<file path="src/rtl/tdet_pkg.sv">
// Shared definitions for the trojan-detection subcircuit test sequencers.
//   state_t       : sequencer FSM states
//   DEF_*         : default parameter values for a 4-input / 1-output benchmark subcircuit
//   LFSR_TAP_*    : feedback taps of the 4-bit pattern LFSR (x^4 + x^3 + 1)
package tdet_pkg;

   typedef enum logic [2:0] {
      IDLE    = 3'd0,
      APPLY   = 3'd1,
      WAIT    = 3'd2,
      CAPTURE = 3'd3,
      DONE    = 3'd4
   } state_t;

   localparam int unsigned DEF_PAT_W    = 4;
   localparam int unsigned DEF_LAT      = 2;
   localparam int unsigned DEF_CNT_W    = 10;
   localparam int unsigned DEF_SIG_W    = 16;
   localparam logic [15:0] DEF_SIG_POLY = 16'h1021;
   localparam logic [3:0]  DEF_PAT_SEED = 4'b0001;

   localparam int unsigned LFSR_TAP_HI  = 3;
   localparam int unsigned LFSR_TAP_LO  = 2;

endpackage

</file>
<file path="src/rtl/tdet_misr.sv">
// Serial-input Galois MISR used to compact captured subcircuit responses.
//   clk, rst : clock, asynchronous active-high reset (signature -> 0)
//   en       : shift one response bit into the signature
//   clr      : synchronous clear to 0 (wins over en)
//   din      : serial response bit
//   sig      : current signature
//   sig_nxt  : signature value after an enabled shift of din
module tdet_misr
   import tdet_pkg::*;
#(
   parameter int unsigned      SIG_W    = DEF_SIG_W,
   parameter logic [SIG_W-1:0] SIG_POLY = DEF_SIG_POLY
) (
   input  logic             clk,
   input  logic             rst,
   input  logic             en,
   input  logic             clr,
   input  logic             din,
   output logic [SIG_W-1:0] sig,
   output logic [SIG_W-1:0] sig_nxt
);

   always_comb begin
      sig_nxt = {sig[SIG_W-2:0], 1'b0}
              ^ (sig[SIG_W-1] ? SIG_POLY : '0)
              ^ {{(SIG_W-1){1'b0}}, din};
   end

   always_ff @(posedge clk or posedge rst) begin
      if (rst)
         sig <= '0;
      else if (clr)
         sig <= '0;
      else if (en)
         sig <= sig_nxt;
   end

endmodule

</file>
<file path="src/rtl/tdet_subckt_test_sequencer.sv">
// Runs one pseudo-random test session on a benchmark subcircuit: applies LFSR
// patterns, waits out the subcircuit latency, compacts each response into a
// MISR signature and compares the final signature with a golden value.
//   I1470_clk  : clock, rising edge
//   I1477_rst  : asynchronous active-high reset
//   start      : begin a session (accepted in IDLE/DONE only)
//   pat_count  : number of patterns, latched with start
//   golden_sig : expected signature, latched with start
//   dut_out    : subcircuit output
//   dut_in     : pattern driven to the subcircuit inputs
//   busy       : session in progress
//   done       : session finished, held until the next accepted start
//   pass       : final signature matched golden (valid while done)
//   signature  : running / final MISR value
module tdet_subckt_test_sequencer
   import tdet_pkg::*;
#(
   parameter int unsigned      PAT_W    = DEF_PAT_W,
   parameter int unsigned      LAT      = DEF_LAT,
   parameter int unsigned      CNT_W    = DEF_CNT_W,
   parameter int unsigned      SIG_W    = DEF_SIG_W,
   parameter logic [SIG_W-1:0] SIG_POLY = DEF_SIG_POLY,
   parameter logic [PAT_W-1:0] PAT_SEED = DEF_PAT_SEED
) (
   input  logic             I1470_clk,
   input  logic             I1477_rst,
   input  logic             start,
   input  logic [CNT_W-1:0] pat_count,
   input  logic [SIG_W-1:0] golden_sig,
   input  logic             dut_out,
   output logic [PAT_W-1:0] dut_in,
   output logic             busy,
   output logic             done,
   output logic             pass,
   output logic [SIG_W-1:0] signature
);

   localparam int unsigned WW = (LAT > 1) ? $clog2(LAT) : 1;

   state_t           state;
   logic [PAT_W-1:0] lfsr;
   logic [CNT_W-1:0] cnt;
   logic [CNT_W-1:0] cnt_inc;
   logic [CNT_W-1:0] pcount_q;
   logic [SIG_W-1:0] golden_q;
   logic [SIG_W-1:0] sig_nxt;
   logic [WW-1:0]    wcnt;
   logic             accept;

   always_comb begin
      accept  = start && ((state == IDLE) || (state == DONE));
      busy    = (state == APPLY) || (state == WAIT) || (state == CAPTURE);
      done    = (state == DONE);
      cnt_inc = cnt + CNT_W'(1);
   end

   tdet_misr #(
      .SIG_W    (SIG_W),
      .SIG_POLY (SIG_POLY)
   ) u_misr (
      .clk     (I1470_clk),
      .rst     (I1477_rst),
      .en      (state == CAPTURE),
      .clr     (accept),
      .din     (dut_out),
      .sig     (signature),
      .sig_nxt (sig_nxt)
   );

   always_ff @(posedge I1470_clk or posedge I1477_rst) begin
      if (I1477_rst) begin
         state    <= IDLE;
         dut_in   <= '0;
         pass     <= 1'b0;
         lfsr     <= PAT_SEED;
         cnt      <= '0;
         pcount_q <= '0;
         golden_q <= '0;
         wcnt     <= '0;
      end else begin
         case (state)
            IDLE, DONE: begin
               if (start) begin
                  pcount_q <= pat_count;
                  golden_q <= golden_sig;
                  lfsr     <= PAT_SEED;
                  cnt      <= '0;
                  dut_in   <= '0;
                  // An empty session finishes immediately with the cleared signature.
                  pass     <= (pat_count == '0) && (golden_sig == '0);
                  state    <= (pat_count == '0) ? DONE : APPLY;
               end
            end
            APPLY: begin
               dut_in <= lfsr;
               wcnt   <= '0;
               state  <= WAIT;
            end
            WAIT: begin
               if (wcnt == WW'(LAT - 1))
                  state <= CAPTURE;
               else
                  wcnt <= wcnt + WW'(1);
            end
            CAPTURE: begin
               lfsr <= {lfsr[PAT_W-2:0], lfsr[LFSR_TAP_HI] ^ lfsr[LFSR_TAP_LO]};
               cnt  <= cnt_inc;
               if (cnt_inc == pcount_q) begin
                  // Compare against the value the MISR takes at this same edge.
                  pass   <= (sig_nxt == golden_q);
                  dut_in <= '0;
                  state  <= DONE;
               end else begin
                  state <= APPLY;
               end
            end
            default: state <= IDLE;
         endcase
      end
   end

endmodule

</file>
<file path="config.mk">
export PLATFORM = sky130hd
export DESIGN_NAME = tdet_subckt_test_sequencer
export DESIGN_NICKNAME = d
export VERILOG_FILES = /design/src/rtl/tdet_pkg.sv /design/src/rtl/tdet_misr.sv /design/src/rtl/tdet_subckt_test_sequencer.sv
export SDC_FILE = /design/constraint.sdc
export NUM_CORES = 1
export LEC_CHECK = 0
export ABC_AREA = 1
export CAP_MARGIN = 20
export CORE_MARGIN = 4
export CORE_UTILIZATION = 30
export DETAILED_ROUTE_END_ITERATION = 12
export MAX_ROUTING_LAYER = met4
export PLACE_DENSITY_LB_ADDON = 0.25
export SETUP_SLACK_MARGIN = 0.2
export SLEW_MARGIN = 15
export SYNTH_ARGS = -nofsm -noshare
export SYNTH_HDL_FRONTEND = slang
export SYNTH_SLANG_ARGS = --single-unit
</file>
<file path="constraint.sdc">
create_clock -name I1470_clk -period 2.8 [get_ports I1470_clk]
set_input_delay 0.42 -clock I1470_clk [delete_from_list [all_inputs] [get_ports I1470_clk]]
set_output_delay 0.42 -clock I1470_clk [all_outputs]
set_load 0.01 [all_outputs]
</file>
==> out/qor.yml, run 1 <==
layout:
  drive_above_1_share: 0.0735
  n_fill_cell: 1045
  num_antenna_cells: 0
  nNetsFinal: 475
  areaGrowthSynthToFinish_pct: 29.3
yosys:
  synth_ff_type: "dfrtp_1"
  synthAdderAreaFrac: 0.00393
  yosysWarnings: 0
  yosys.area_share.simple: 0.226
  synth-xor-area-share: 0.0523
  synth_top_family_by_area: "simple AND/OR/NAND/NOR gates"
  synth_mux_area_frac: 0
  synthDistinctLibCells: 29
  ys_ff_latch: 65
  syn_area_um2: 3180
  netlist_instances: 386
  synth_nets: 417
  ys_seq_area_frac: 0.512
  synth_edf_count: 0
  async_reset_ff_frac: 1.00
  syn_avg_cell_area_um2: 8.24
  synth-compound-area-share: 0.111
clock_network:
  clock_latency_ns: 0.35
  cts.clk_slew.worst_paths_ns: 0.08
  cts_tree: "built"
  clockRootBuffer: "clkbuf_8"
  clock-sinks: 65
  cts_buffers: 9
  cts_setup_buffers: 0
  htreeDepth: 3
  ctsResizeCount: 0
  clk_path_buf_depth: 2
  cts_hold_buf: 0
placed_design:
  dp_slack_ns: 0.589
  hpwlAfterDp_um: 5530
  port_buffers: 52
  place_congestion: 0.827
timing:
  setup_viol: 0
  grt_setup_unrepaired: "false"
  relSlewSlack: 0.388
  worst_slack_ns: 0.566
  tns_ns: 0
  fin_skew_ns: 0.0133
  slew_violations: 0
  fmaxAchievable_mhz: 448
  min_period_ns: 2.23
  tightest_slew_ns: 0.909
  final_hold_viol_count: 0
  min_period_over_period: 0.798
global_route:
  antenna_found_initial: 0
  grt_pass1_vias: 2643
  grt_pass1_wl_um: 13100
  grt_use_total: 0.137
  grt_max_degree: 55
  overflow: 0
routing:
  first_iter_violations: 116
  wire_per_inst_um: 13.2
  wl_um: 7690
  via_per_inst: 4.50
  vias: 2633
  ant_nets: 0
  firstDrtPassIters: 4
  post-route-drc-count: 0
hold_path:
  hp-class: "in2async"
die:
  row_count: 37
  die_h_um: 111
  initial_core_util: 0.308
  die_area_um2: 12300
  boundaryPins: 53
  die_w_um: 111
  coreArea_um2: 10300
power:
  comb_power_share: 0.369
  swShare: 0.370
  netSwitchingPower_mw: 1.46
  powerDensity_nw_per_um2: 964
  pwr-share-clk: 0.241
  p_seq_frac: 0.390
  cellLeakagePower_nw: 1.94
  internal_power_mw: 2.50
  ir_drop_uv: 327
worst_setup_path:
  cpPeakStageDelay_ns: 0.55
  end_kind: "primary output"
  arrival_ns: 1.81
  critPathKind: "reg2out"
  critPathLaunchType: "register"
  rrSetupSlack_ns: 0.82
  cp_max_fo: 5
  reg2reg_to: "dut_in[0]"
  crit_chain: "nor2_1 -> inv_1 -> nor2_1 -> clkdlybuf4s50_1"
  cp_slowest_cell: "clkdlybuf4s50_1"
  cpMostUsedCell: "nor2_1"
  r2r-start: "state[2]"
  startpoint: "state[1]"
  cp.required_ns: 2.38
  rr_worst_depth: 8
run_status:
  outcome: "completed"
job:
  cap_violations: 0
## placed cells by master (no fill, tap or decap), types with 10 or more instances in the layout
cell / synthesis / layout
nor2_1: 17 / 17
clkdlybuf4s50_1: 0 / 52
o22ai_1: 21 / 21
o21ai_0: 32 / 32
nand2_1: 89 / 89
inv_1: 69 / 68
nand3_1: 23 / 23
nand4_1: 10 / 10
xnor2_1: 12 / 12
dfrtp_1: 64 / 64
## power groups by stage
| stage | logic (mW) | clock network, mW | registers (mW) |
|---|---|---|---|
| after global placement | 1.46 | 0 | 1.56 |
| after global routing | 1.68 | 1.02 | 1.59 |
| final | 1.46 | 0.955 | 1.55 |
| after detailed placement | 1.47 | 0 | 1.56 |
| after CTS | 1.48 | 0.981 | 1.55 |
| after floorplan | 0.976 | 0 | 1.53 |
## logic make-up after synthesis
kind of cell | count (synthesis)
compound gates | 63
flops | 65
fa+ha+maj | 1
simple gates | 158
xor+xnor | 19
buf+inv | 80
## per-stage QoR
step	hold WS, ns	instance area [um2]	std cells	util	total power [mW]
global placement	0.472	3880	569	0.376	3.02
finish	0.351	4110	585	0.398	3.96
global route	0.359	4110	585	0.398	4.29
floorplan	0.449	3180	386	-	2.50
detailed placement	0.473	3880	569	0.376	3.03
CTS	0.348	4110	585	0.398	4.01
## metal layers
metal	wire length, um	vias up	global-route usage
li1	-	1355	-
met1	3650	1199	0.174
met2	3530	72	0.210
met3	435	7	0.0497
met4	72	0	0.0296
met5	0	-	-
## worst max-delay path by stage
stage	endpoint	slack, ns	depth (start not counted)
floorplan	cnt[0]	0.76	1
global placement	state[2]	0.61	8
detailed placement	state[2]	0.59	8
CTS	done	0.51	4
global route	done	0.38	4
finish	done	0.57	4
## Yosys cell counts, types with 2 or more instances
cell type | number | share of area
buf_2 | 2 | 0.0031
nand3_1 | 23 | 0.036
o21ai_1 | 2 | 0.0031
nor4_1 | 4 | 0.0079
nand2_2 | 3 | 0.0059
xnor2_1 | 12 | 0.033
nor2_1 | 17 | 0.020
o21ai_0 | 32 | 0.050
clkbuf_1 | 8 | 0.0094
nor2_2 | 2 | 0.0039
xor2_1 | 7 | 0.019
dfrtp_1 | 64 | 0.50
nor3_1 | 2 | 0.0031
nand3b_1 | 2 | 0.0047
nor2_4 | 3 | 0.011
o22ai_1 | 21 | 0.041
nand2_1 | 89 | 0.11
inv_1 | 69 | 0.081
nand4_1 | 10 | 0.020
a21oi_1 | 5 | 0.0079
## sequential cells by signal, summed over array words and instances (netlist names)
name	flops
pass	1
golden_q	16
cnt	10
u_misr.sig	16
wcnt	1
state	3
lfsr	4
pcount_q	10
dut_in	4
## worst max-delay path: cells and delay by family (launching register included)
kind / cells / cell delay (ns)
simple gates: 2 / 0.40
buf+inv: 2 / 0.67
flops: 1 / 0.41
## layout make-up
class / count / area [um2] / share of cell area
inverter: 70 / 263 / 0.0639
clock inverter: 4 / 95.1 / 0.0231
tap: 136 / 170 / 0.0414
timing repair buffer: 57 / 571 / 0.139
clock buffer: 12 / 135 / 0.0329
multi-input combinational: 241 / 1250 / 0.304
sequential: 65 / 1630 / 0.396
No activity file was read; power rests on OpenSTA's default activity.
==> run 2, diff against run 1 <==
- clock period: 2.8 -> 2 ns (I/O delays scaled with it)
==> run 2 against run 1 <==
Compared with the run above:
- die area unchanged
- clock power increased by 23%
- critical path type is now reg2reg
- largest power group is now combinational logic
- global-route usage about the same
- setup slack got worse by 0.41 ns
- clock skew is essentially flat
==> out/qor.yml, run 2 (same netlist as run 1, synthesis figures left out) <==
timing:
  min_period_ns: 1.84
  tns_ns: 0
  slew_violations: 0
  tightest_slew_ns: 0.689
  setup_viol: 0
  final_hold_viol_count: 0
  fin_skew_ns: 0.0135
  grt_setup_unrepaired: "true"
  min_period_over_period: 0.920
  fmaxAchievable_mhz: 544
  relSlewSlack: 0.537
  whs_ns: 0.329
placed_design:
  dp_cells: 577
  hpwlAfterDp_um: 5840
  place_congestion: 0.870
  postPlaceCellArea_um2: 3960
  port_buffers: 52
layout:
  drive_above_1_share: 0.149
  layout_commonest_cell: "nand2_1"
  fin_cells: 598
  largestRegisters: "golden_q (16), u_misr.sig (16)"
  fin_area_um2: 4290
  num_antenna_cells: 0
  areaGrowthSynthToFinish_pct: 34.7
  final_util: 0.415
  nNetsFinal: 488
  layout_common_cells: "75 x nand2_1, 66 x inv_1, 61 x dfrtp_1, 50 x clkdlybuf4s50_1, 32 x o21ai_0"
worst_setup_path:
  arrival_ns: 2.07
  cp.required_ns: 2.23
  crit_chain: "ha_4 -> nand2_4 -> inv_2 -> nand2_2 -> nand2_2 -> nand2_2 -> nand2_1 -> nor2_2 -> nand3_2 -> nor2_4 -> nand4_4 -> nand2_2 -> nand2_2 -> nand2_1 -> nand2_1"
  end_kind: "register"
  cpPeakStageDelay_ns: 0.44
  rr_worst_depth: 15
  cp_top_family: "simple AND/OR/NAND/NOR gates"
  rrSetupSlack_ns: 0.16
  cp_slowest_cell: "dfrtp_2"
  critPathLaunchType: "register"
  cp.buffers_inverters: 1
  startpoint: "cnt[1]"
  critPathKind: "reg2reg"
  cpMostUsedCell: "nand2_2"
  r2r-start: "cnt[1]"
  reg2reg_to: "dut_in[0]"
  cp_max_fo: 4
power:
  p_seq_frac: 0.384
  powerDensity_nw_per_um2: 1320
  internal_power_mw: 3.49
  comb_power_share: 0.410
  ir_drop_uv: 407
  pwr-share-clk: 0.206
  swShare: 0.385
  cellLeakagePower_nw: 2.02
  netSwitchingPower_mw: 2.18
hold_path:
  hp-class: "in2async"
die:
  row_count: 37
  die_area_um2: 12300
  die_w_um: 111
  boundaryPins: 53
  die_h_um: 111
  initial_core_util: 0.308
  coreArea_um2: 10300
routing:
  post-route-drc-count: 0
  firstDrtPassIters: 4
  vias: 2767
  ant_nets: 0
  wl_um: 7910
  first_iter_violations: 96
  wire_per_inst_um: 13.2
  via_per_inst: 4.63
clock_network:
  clock_latency_ns: 0.34
  clockRootBuffer: "clkbuf_8"
  htreeDepth: 3
  cts_tree: "built"
  clock-sinks: 65
  cts.clk_slew.worst_paths_ns: 0.08
  cts_buffers: 9
  cts_hold_buf: 0
  clk_path_buf_depth: 2
global_route:
  overflow: 0
  grt_pass1_vias: 2754
  antenna_found_initial: 0
  grt_use_total: 0.137
  grt_pass1_wl_um: 13400
  grt_max_degree: 33
run_status:
  outcome: "completed"
job:
  cap_violations: 0
==> run 2: metrics by stage <==
| stage | setup WS, ns | power (mW) |
|---|---|---|
| after floorplan | 0.234 | 3.50 |
| after global placement | 0.189 | 4.28 |
| after detailed placement | 0.143 | 4.33 |
| after CTS | 0.170 | 5.55 |
| after global routing | -0.00479 | 6.14 |
| final | 0.160 | 5.67 |
==> run 2: how the worst max path moves through the flow <==
stage               slack, ns  cells past startpoint        end
floorplan                0.23                     15  dut_in[0]
global route           -0.005                     12  dut_in[1]
detailed placement       0.14                     15  dut_in[3]
CTS                      0.17                     14  dut_in[3]
finish                   0.16                     15  dut_in[0]
global placement         0.19                     14  dut_in[3]
==> run 2: repair_timing <==
| action | 4_1_cts | 5_1_grt |
|---|---|---|
| setup endpoints to repair | 6 | 7 |
| gates resized for setup | 5 | 25 |
| pin swaps | 1 | 15 |
| buffers inserted | 1 | 4 |
| hold endpoints to repair | 0 | 0 |
==> run 2: area by class of cell <==
class / instances / area [um2]
inverters: 70 / 267
repair buffers: 70 / 686
multi-input cells: 241 / 1320
clock inverters: 4 / 52.6
clock buffers: 12 / 155
flip-flops and latches: 65 / 1630
fillers: 1039 / 6040
well taps: 136 / 170
==> run 2: power groups by stage <==
stage                     combinational, mW  clock (mW)  sequential (mW)
after global routing                   2.62        1.26             2.25
after floorplan                        1.37           0             2.14
final                                  2.33        1.17             2.18
after detailed placement               2.15           0             2.17
after global placement                 2.11           0             2.17
after CTS                              2.19        1.20             2.16
==> run 2: per-layer routing <==
metal / part of all wire / track usage / vias up
met5: 0 / - / -
met4: 0.0046 / 0.0271 / 0
met3: 0.050 / 0.0426 / 4
met2: 0.48 / 0.216 / 76
met1: 0.47 / 0.175 / 1302
li1: - / - / 1385
